File: config.mk
export PLATFORM = sky130hd
export DESIGN_NAME = seq_pair_loader
export DESIGN_NICKNAME = d
export VERILOG_FILES = /design/src/rtl/seq_pair_loader.sv
export SDC_FILE = /design/constraint.sdc
export NUM_CORES = 1
export LEC_CHECK = 0
export BUFFER_PORTS_ARGS = -buffer_cell sky130_fd_sc_hd__buf_2
export CAP_MARGIN = 20
export CELL_PAD_IN_SITES_DETAIL_PLACEMENT = 1
export CELL_PAD_IN_SITES_GLOBAL_PLACEMENT = 2
export CORE_UTILIZATION = 30
export DETAILED_ROUTE_END_ITERATION = 6
export PLACE_DENSITY_LB_ADDON = 0.25
export REMOVE_ABC_BUFFERS = 1
export SETUP_SLACK_MARGIN = 0.3
export SYNTH_ARGS = -nofsm -noshare
export SYNTH_HDL_FRONTEND = slang
export SYNTH_SLANG_ARGS = --single-unit
File: constraint.sdc
create_clock -name clk -period 3.7 [get_ports clk]
set_input_delay 0 -clock clk [delete_from_list [all_inputs] [get_ports clk]]
set_output_delay 0 -clock clk [all_outputs]
set_load 0.01 [all_outputs]
File: src/rtl/seq_pair_loader.sv
// seq_pair_loader
//
// Packs an ASCII nucleotide byte stream into a reference word R and a query word Q,
// at 2 bits per base and MSB-first. It then launches the downstream aligner with a
// one-cycle start pulse.
//
// A shadow buffer collects the next pair while the aligner is busy. R/Q are
// only updated when the aligner is idle, so they stay stable for a whole alignment.
//
// Build option:
//   SEQ_PAIR_LOADER_LOWERCASE_EN - when defined, the lowercase a/c/g/t are
//                                  legal bases. Otherwise they are illegal.
//
// Ports:
//   clk         - clock, rising edge
//   reset       - asynchronous active-high reset
//   in_data     - ASCII base character
//   in_valid    - in_data valid
//   in_ready    - loader can accept a byte (transfer on in_valid && in_ready)
//   R, Q        - packed reference / query words (2*N_BASES bits)
//   start       - one-cycle launch pulse to the aligner
//   accel_ready - aligner ready; a rising edge marks completion
//   bad_char    - sticky illegal-character flag
//   pair_count  - number of pairs launched (wraps)
module seq_pair_loader #(
  parameter int unsigned N_BASES = 12
) (
  input  logic                   clk,
  input  logic                   reset,
  input  logic [7:0]             in_data,
  input  logic                   in_valid,
  output logic                   in_ready,
  output logic [2*N_BASES-1:0]   R,
  output logic [2*N_BASES-1:0]   Q,
  output logic                   start,
  input  logic                   accel_ready,
  output logic                   bad_char,
  output logic [15:0]            pair_count
);

  localparam int unsigned W    = 2 * N_BASES;
  localparam int unsigned CntW = $clog2(W);

  localparam logic [1:0] StFill   = 2'd0;
  localparam logic [1:0] StHold   = 2'd1;
  localparam logic [1:0] StLoad   = 2'd2;
  localparam logic [1:0] StLaunch = 2'd3;

  logic [1:0]      state_q, state_d;
  logic [CntW-1:0] base_cnt_q, base_cnt_d;
  logic [W-1:0]    r_sh_q, r_sh_d;
  logic [W-1:0]    q_sh_q, q_sh_d;
  logic            full_q, full_d;
  logic            busy_q, busy_d;
  logic            acc_prev_q;
  logic [W-1:0]    r_q, q_q;
  logic            bad_q, bad_d;
  logic [15:0]     cnt_q;

  logic [1:0]      code;
  logic            illegal;
  logic            accept;
  logic            acc_rise;

  // Base encoding. An illegal character still takes a slot and is encoded as 00.
  always_comb begin
    code    = 2'b00;
    illegal = 1'b0;
    case (in_data)
      8'h41: code = 2'b00;  // A
      8'h43: code = 2'b01;  // C
      8'h47: code = 2'b10;  // G
      8'h54: code = 2'b11;  // T
`ifdef SEQ_PAIR_LOADER_LOWERCASE_EN
      8'h61: code = 2'b00;  // a
      8'h63: code = 2'b01;  // c
      8'h67: code = 2'b10;  // g
      8'h74: code = 2'b11;  // t
`endif
      default: illegal = 1'b1;
    endcase
  end

  assign accept   = in_valid && !full_q;
  assign acc_rise = accel_ready && !acc_prev_q;

  always_comb begin
    state_d    = state_q;
    base_cnt_d = base_cnt_q;
    r_sh_d     = r_sh_q;
    q_sh_d     = q_sh_q;
    full_d     = full_q;
    bad_d      = bad_q;

    // Shadow fill. A shift register gives MSB-first packing once all N bases are in.
    if (accept) begin
      if (base_cnt_q < CntW'(N_BASES)) begin
        r_sh_d = {r_sh_q[W-3:0], code};
      end else begin
        q_sh_d = {q_sh_q[W-3:0], code};
      end
      if (base_cnt_q == CntW'(W - 1)) begin
        base_cnt_d = '0;
        full_d     = 1'b1;
      end else begin
        base_cnt_d = base_cnt_q + CntW'(1);
      end
      if (illegal) begin
        bad_d = 1'b1;
      end
    end

    case (state_q)
      StFill:   if (full_q) state_d = StHold;
      StHold:   if (!busy_q) state_d = StLoad;
      StLoad: begin
        state_d = StLaunch;
        full_d  = 1'b0;
      end
      StLaunch: state_d = StFill;
      default:  state_d = StFill;
    endcase

    // A launch in the same cycle as a completion edge leaves busy set.
    if (state_q == StLaunch) begin
      busy_d = 1'b1;
    end else if (acc_rise) begin
      busy_d = 1'b0;
    end else begin
      busy_d = busy_q;
    end
  end

  always_ff @(posedge clk or posedge reset) begin
    if (reset) begin
      state_q    <= StFill;
      base_cnt_q <= '0;
      r_sh_q     <= '0;
      q_sh_q     <= '0;
      full_q     <= 1'b0;
      busy_q     <= 1'b0;
      acc_prev_q <= 1'b0;
      r_q        <= '0;
      q_q        <= '0;
      bad_q      <= 1'b0;
      cnt_q      <= '0;
    end else begin
      state_q    <= state_d;
      base_cnt_q <= base_cnt_d;
      r_sh_q     <= r_sh_d;
      q_sh_q     <= q_sh_d;
      full_q     <= full_d;
      busy_q     <= busy_d;
      acc_prev_q <= accel_ready;
      bad_q      <= bad_d;
      // R/Q are captured on the edge into LOAD and hold until the next pair.
      if (state_q == StHold && !busy_q) begin
        r_q <= r_sh_q;
        q_q <= q_sh_q;
      end
      if (state_q == StLaunch) begin
        cnt_q <= cnt_q + 16'd1;
      end
    end
  end

  assign in_ready   = !full_q;
  assign start      = (state_q == StLaunch);
  assign R          = r_q;
  assign Q          = q_q;
  assign bad_char   = bad_q;
  assign pair_count = cnt_q;

endmodule
# After elaboration in Yosys (flattened, before gate mapping)
# Cells that the tools add are included.
dict set report op_classes {
  n_addsub 2
  n_lt_le_gt_ge 1
  n_eq_ne 10
  mux 10
  bitwise 2
  reduce_logical 16
}
# operator n
set ops {}
lappend ops {{8-bit by 7-bit equality test with 1-bit output (second input constant)} 4}
lappend ops {{16-bit by 1-bit adder with 16-bit output (second input constant)} 1}
lappend ops {{2-bit AND reduction} 5}
lappend ops {{2-bit one-hot mux with 4 select lines} 1}
lappend ops {{2-bit one-hot mux with 3 select lines} 1}
lappend ops {{2-bit nonzero test} 3}
lappend ops {{5-bit by 1-bit adder with 5-bit output (second input constant)} 1}
lappend ops {{5-bit equality test (second input constant)} 1}
lappend ops {{5-bit by 4-bit < comparator with 1-bit output (second input constant)} 1}
lappend ops {{1-bit 2-to-1 mux} 5}
lappend ops {{5-bit 2-to-1 mux} 1}
lappend ops {{2-bit equality test (second input constant)} 2}
lappend ops {{2-bit 2-to-1 mux} 2}
lappend ops {{2-bit inequality test (second input constant)} 2}
lappend ops {{4-bit OR reduction} 1}
lappend ops {{1-bit logical AND} 3}
lappend ops {{1-bit logical NOT} 3}
lappend ops {{2-bit by 1-bit equality test with 1-bit output (second input constant)} 1}
lappend ops {{2-bit logical NOT} 1}
lappend ops {{1-bit inverter} 2}
dict set report totals {
  ff_bits 123
  wordCells 52
}

# Logic depth before layout (Yosys ltp)
dict set report depth {
  ltp_word 4
  mapped_depth 6
}

# Worst setup path after synthesis
# OpenSTA, ideal clock, no wires.
dict set report synth_timing {
  path_type {flip-flop to flip-flop}
  start {register state_q[1]}
  end {register q_q[0] (netlist: Q[0])}
  setup_ps 125
  t_arrival_ps 1478
  required_time_ps 3575
  path_slack_ps 2097
  path_stages_with_launch 7
  path_buffers 2
  synth_period_minus_slack_ps 1603
  cell_sequence {dfrtp_1 -> inv_1 -> ha_1 -> nor2b_1 -> buf_4 -> buf_4 -> mux2_2}
}
dict set report synth_via {
  elab_chain_len 2
}
# element line_no
set synth_rtl {}
lappend synth_rtl {{from (decl)} 49} ;# logic [1:0] state_q, state_d;
lappend synth_rtl {{from (signal assigned)} 136} ;# state_q <= StFill;
lappend synth_rtl {{from (signal assigned)} 148} ;# state_q <= state_d;
lappend synth_rtl {{2-bit by 1-bit equality test with 1-bit output} 157} ;# if (state_q == StHold && !busy_q) begin
lappend synth_rtl {{1-bit logical AND} 157}
lappend synth_rtl {{to (signal assigned)} 159} ;# q_q <= q_sh_q;
lappend synth_rtl {{to (decl)} 56} ;# logic [W-1:0] r_q, q_q;
# Every way passes these cells.
# A chain may end at the register's enable or synchronous reset.

# Final worst setup path
dict set report layout_timing {
  start {input port in_data[3]}
  end {register q_sh_q[1]}
}
dict set report layout_via {
  elab_chain_len 2
  word_cells_on_any_way 4
  classes_between {3 x eq/ne; 1 x mux}
}
# element line_no
set layout_rtl {}
lappend layout_rtl {{from (decl)} 30} ;# input logic [7:0] in_data,
lappend layout_rtl {{8-bit by 7-bit equality test with 1-bit output} 69} ;# case (in_data)
lappend layout_rtl {{2-bit one-hot mux with 3 select lines (*)} 69}
lappend layout_rtl {{to (signal assigned)} 151} ;# q_sh_q <= q_sh_d;
lappend layout_rtl {{to (decl)} 52} ;# logic [W-1:0] q_sh_q, q_sh_d;
# Mark *: on every way between the ends. The rest lies on a longest branch, timed or not.

==> run metrics <==
EDFF count, synth=0; Synth Flop Type=dfrtp_1; pin count of the biggest net entering global routing=75; post-synthesis cell area=approximately 5000 um^2; IO Port Bufs=78; Crit-path slowest cell=dlygate4sd3_1; setup ws final=~1.4 ns; global route total overflow=0; # clock sinks=between 100 and 150; YS warnings=0; Placed Area=5620 um^2; Final min period=2.30 ns; setup tns final=0 ns; static leakage=3.33 nW; # resized after CTS=0; Detail Placement HPWL=6070 um; Final Skew=0.00881 ns; first-pass GRT wire length=between 15,000 and 20,000 um; Final Setup Violations=0; Seq cells post-synth=123; H-tree levels=4; CP Launch Type=primary input; insertion delay to the later sink of the worst-skew pair=0.41 ns; Row Count=46; required time of the critical path=4.01 ns; internal power=approximately 3.0 mW; Synth async-reset ratio=100%; Final Hold Fails=0; total core area=16,100 um^2; Die X=131 um; status=complete, no violations; Antenna Violating Nets Remaining=0; vias per cell=4.44; CP peak stage delay=0.64 ns; routing usage on met1=15.7%; Switch Pwr=1.12 mW; Setup crit start=in_data[3]; M2 GR Usage=a little under a fifth; FF-to-FF path depth=5; CTS clk-pin slew, worst paths=0.06 ns; number of remaining DRC errors=0; final instance area=6310 um^2; CP delay by family, top=buffers and inverters; Nets=approximately 440; WHS=0.0815 ns; Slew @ Worst Pin=0.928 ns; share of cells above drive strength 1=47.7%; cell chain of the critical path=dlygate4sd3_1, buf_2, nor4b_1, dlygate4sd3_1, nand3_1, dlygate4sd3_1, o31ai_1; pwr dens=between 600 and 700 nW/um^2; Initial Util=31.1%; Layout area overhead=25.9%; Cells after Synth=328; average wire per cell in the routed design=roughly 15 um; Sw Share=approximately 27%; Num CTS Buffers=17; DRT iter0 DRCs=between 70 and 80; CTS tree=yes; Max Cap Violations=0; period utilization=roughly 62%; pre-CTS setup slack=1.77 ns; initial antenna violation count=0; Worst Setup EP=q_sh_q[1]; Hold Path Class=in -> reg; endpoint class of the critical path=register; most frequent CP cell=dlygate4sd3_1; First-pass DRT Iterations=4; combinational power share=18.6%; vias in the first global route=between 3k and 4k; Reg power frac=between 40% and 50%; WP data arrival=around 2.6 ns; I/O pin cnt=79; GRT Util Overall=12.3%; layer with the highest usage=met2; Antenna Cells=0; cell count along the critical path=7; routed via count=around 2.9k; worst r2r src=state_q[1]; die area=between 15,000 and 20,000 um^2; Slew HR=38.1%; Mapped Avg Cell Area=15.3 um^2; worst path bufs/invs=4; sequential area share after synthesis=61.4%; Post-Route WL=9490 um; Clock Power Share=41.3%; Core Util, Final=39.2%; CTS Buffer Depth=2; Worst Path Max Fanout=2; Reg2Reg Setup Slack=between 1.5 and 2 ns; GRT met3 Usage=4.90%; Die Ht=between 100 and 150 um; RD Place Congestion=0.713; FMAX=approximately 430 MHz; library cells used by synthesis=40; RSZ-0062 raised after global routing=no; CTS root buffer=clkbuf_16; Reg-to-Reg End=R[14]; final-report max-slew violation count=0; Peak VDD IR=0.000318 V; critical path class=in -> reg
area by class of cell:
class | count | area, um^2
fill | 1704 | 9800
sequential | 123 | 3080
multi-input combinational | 189 | 1840
clock buffer | 27 | 543
timing repair buffer | 88 | 483
tap | 216 | 270
clock inverter | 5 | 77.6
inverter | 6 | 25.0
worst reg2reg max path, delay by kind of cell (launching register included):
family	cells	cell delay, ns
buffers and inverters	2	0.66
multiplexers	1	0.44
flip-flops	1	0.39
adder cells (fa/ha/maj)	1	0.19
AND/OR/NAND/NOR	1	0.13
registers in the layout, summed over array words and instances, names as in the netlist:
register	count
Q	24
R	24
acc_prev_q	1
bad_char	1
base_cnt_q	5
busy_q	1
full_q	1
pair_count	16
q_sh_q	24
r_sh_q	24
state_q	2
metal layers:
layer	wire length (um)	share of wire, %
met4	157	1.7
met2	4340	46
met1	4470	47
met5	0	0
met3	524	5.5
per-stage QoR:
step / cells / power, mW
finish: 654 / 4.11
global route: 654 / 4.33
detailed placement: 615 / 2.44
global placement: 615 / 2.41
CTS: 654 / 4.18
floorplan: 318 / 2.20
worst min path at each step:
stage                      startpoint          to  slack [ns]  cells after the start
after floorplan           accel_ready  acc_prev_q        0.03                      0
after global placement    accel_ready  acc_prev_q        0.13                      1
after detailed placement  accel_ready  acc_prev_q        0.13                      1
after CTS                  in_data[4]   r_sh_q[1]        0.06                      4
after global routing       in_data[4]   r_sh_q[1]        0.12                      4
final                      in_data[4]   r_sh_q[1]        0.08                      4
Yosys cell counts (all sizes together), types with 2 or more instances:
master | number | share of area, %
nand4 | 7 | 1.2
nor2 | 8 | 0.75
buf | 10 | 1.7
mux2 | 95 | 23
dfrtp | 123 | 61
nand2 | 16 | 1.3
xnor2 | 6 | 1.0
nor2b | 2 | 0.25
nor3 | 3 | 0.60
nand3 | 5 | 0.75
inv | 6 | 0.45
o21ai | 8 | 0.80
ha | 7 | 1.7
xor2 | 10 | 1.7
nand2b | 3 | 0.37
a21o | 2 | 0.30
a21oi | 3 | 0.52
cells in the final DEF (no fill, tap or decap), drive strengths merged, types with 8 or more instances in the layout:
cell	Yosys	layout
o21ai	8	8
mux2	95	95
xor2	10	10
nor2	8	8
dfrtp	123	123
nand2	16	16
buf	10	81
clkbuf	0	27
kinds of logic after synthesis:
group,synth area share (%)
muxes,22.7
buffers and inverters,2.15
and+or+nand+nor,6.84
DFF,61.4
xor gates and xnor gates,2.80
adders and majority gates,1.75
AOI/OAI and AO/OA,2.40
power groups by stage:
stage               combinational [mW]  clock [mW]  sequential [mW]
floorplan                        0.534           0             1.66
global route                     0.842        1.81             1.67
detailed placement               0.774           0             1.67
global placement                 0.746           0             1.66
CTS                              0.787        1.75             1.65
finish                           0.764        1.70             1.64
timing repair:
item,in CTS,in global routing
buffers inserted,0,0
endpoints found under the hold margin,78,0
hold buffers,7,0
Note: power is estimated with default switching activity, not from simulation.
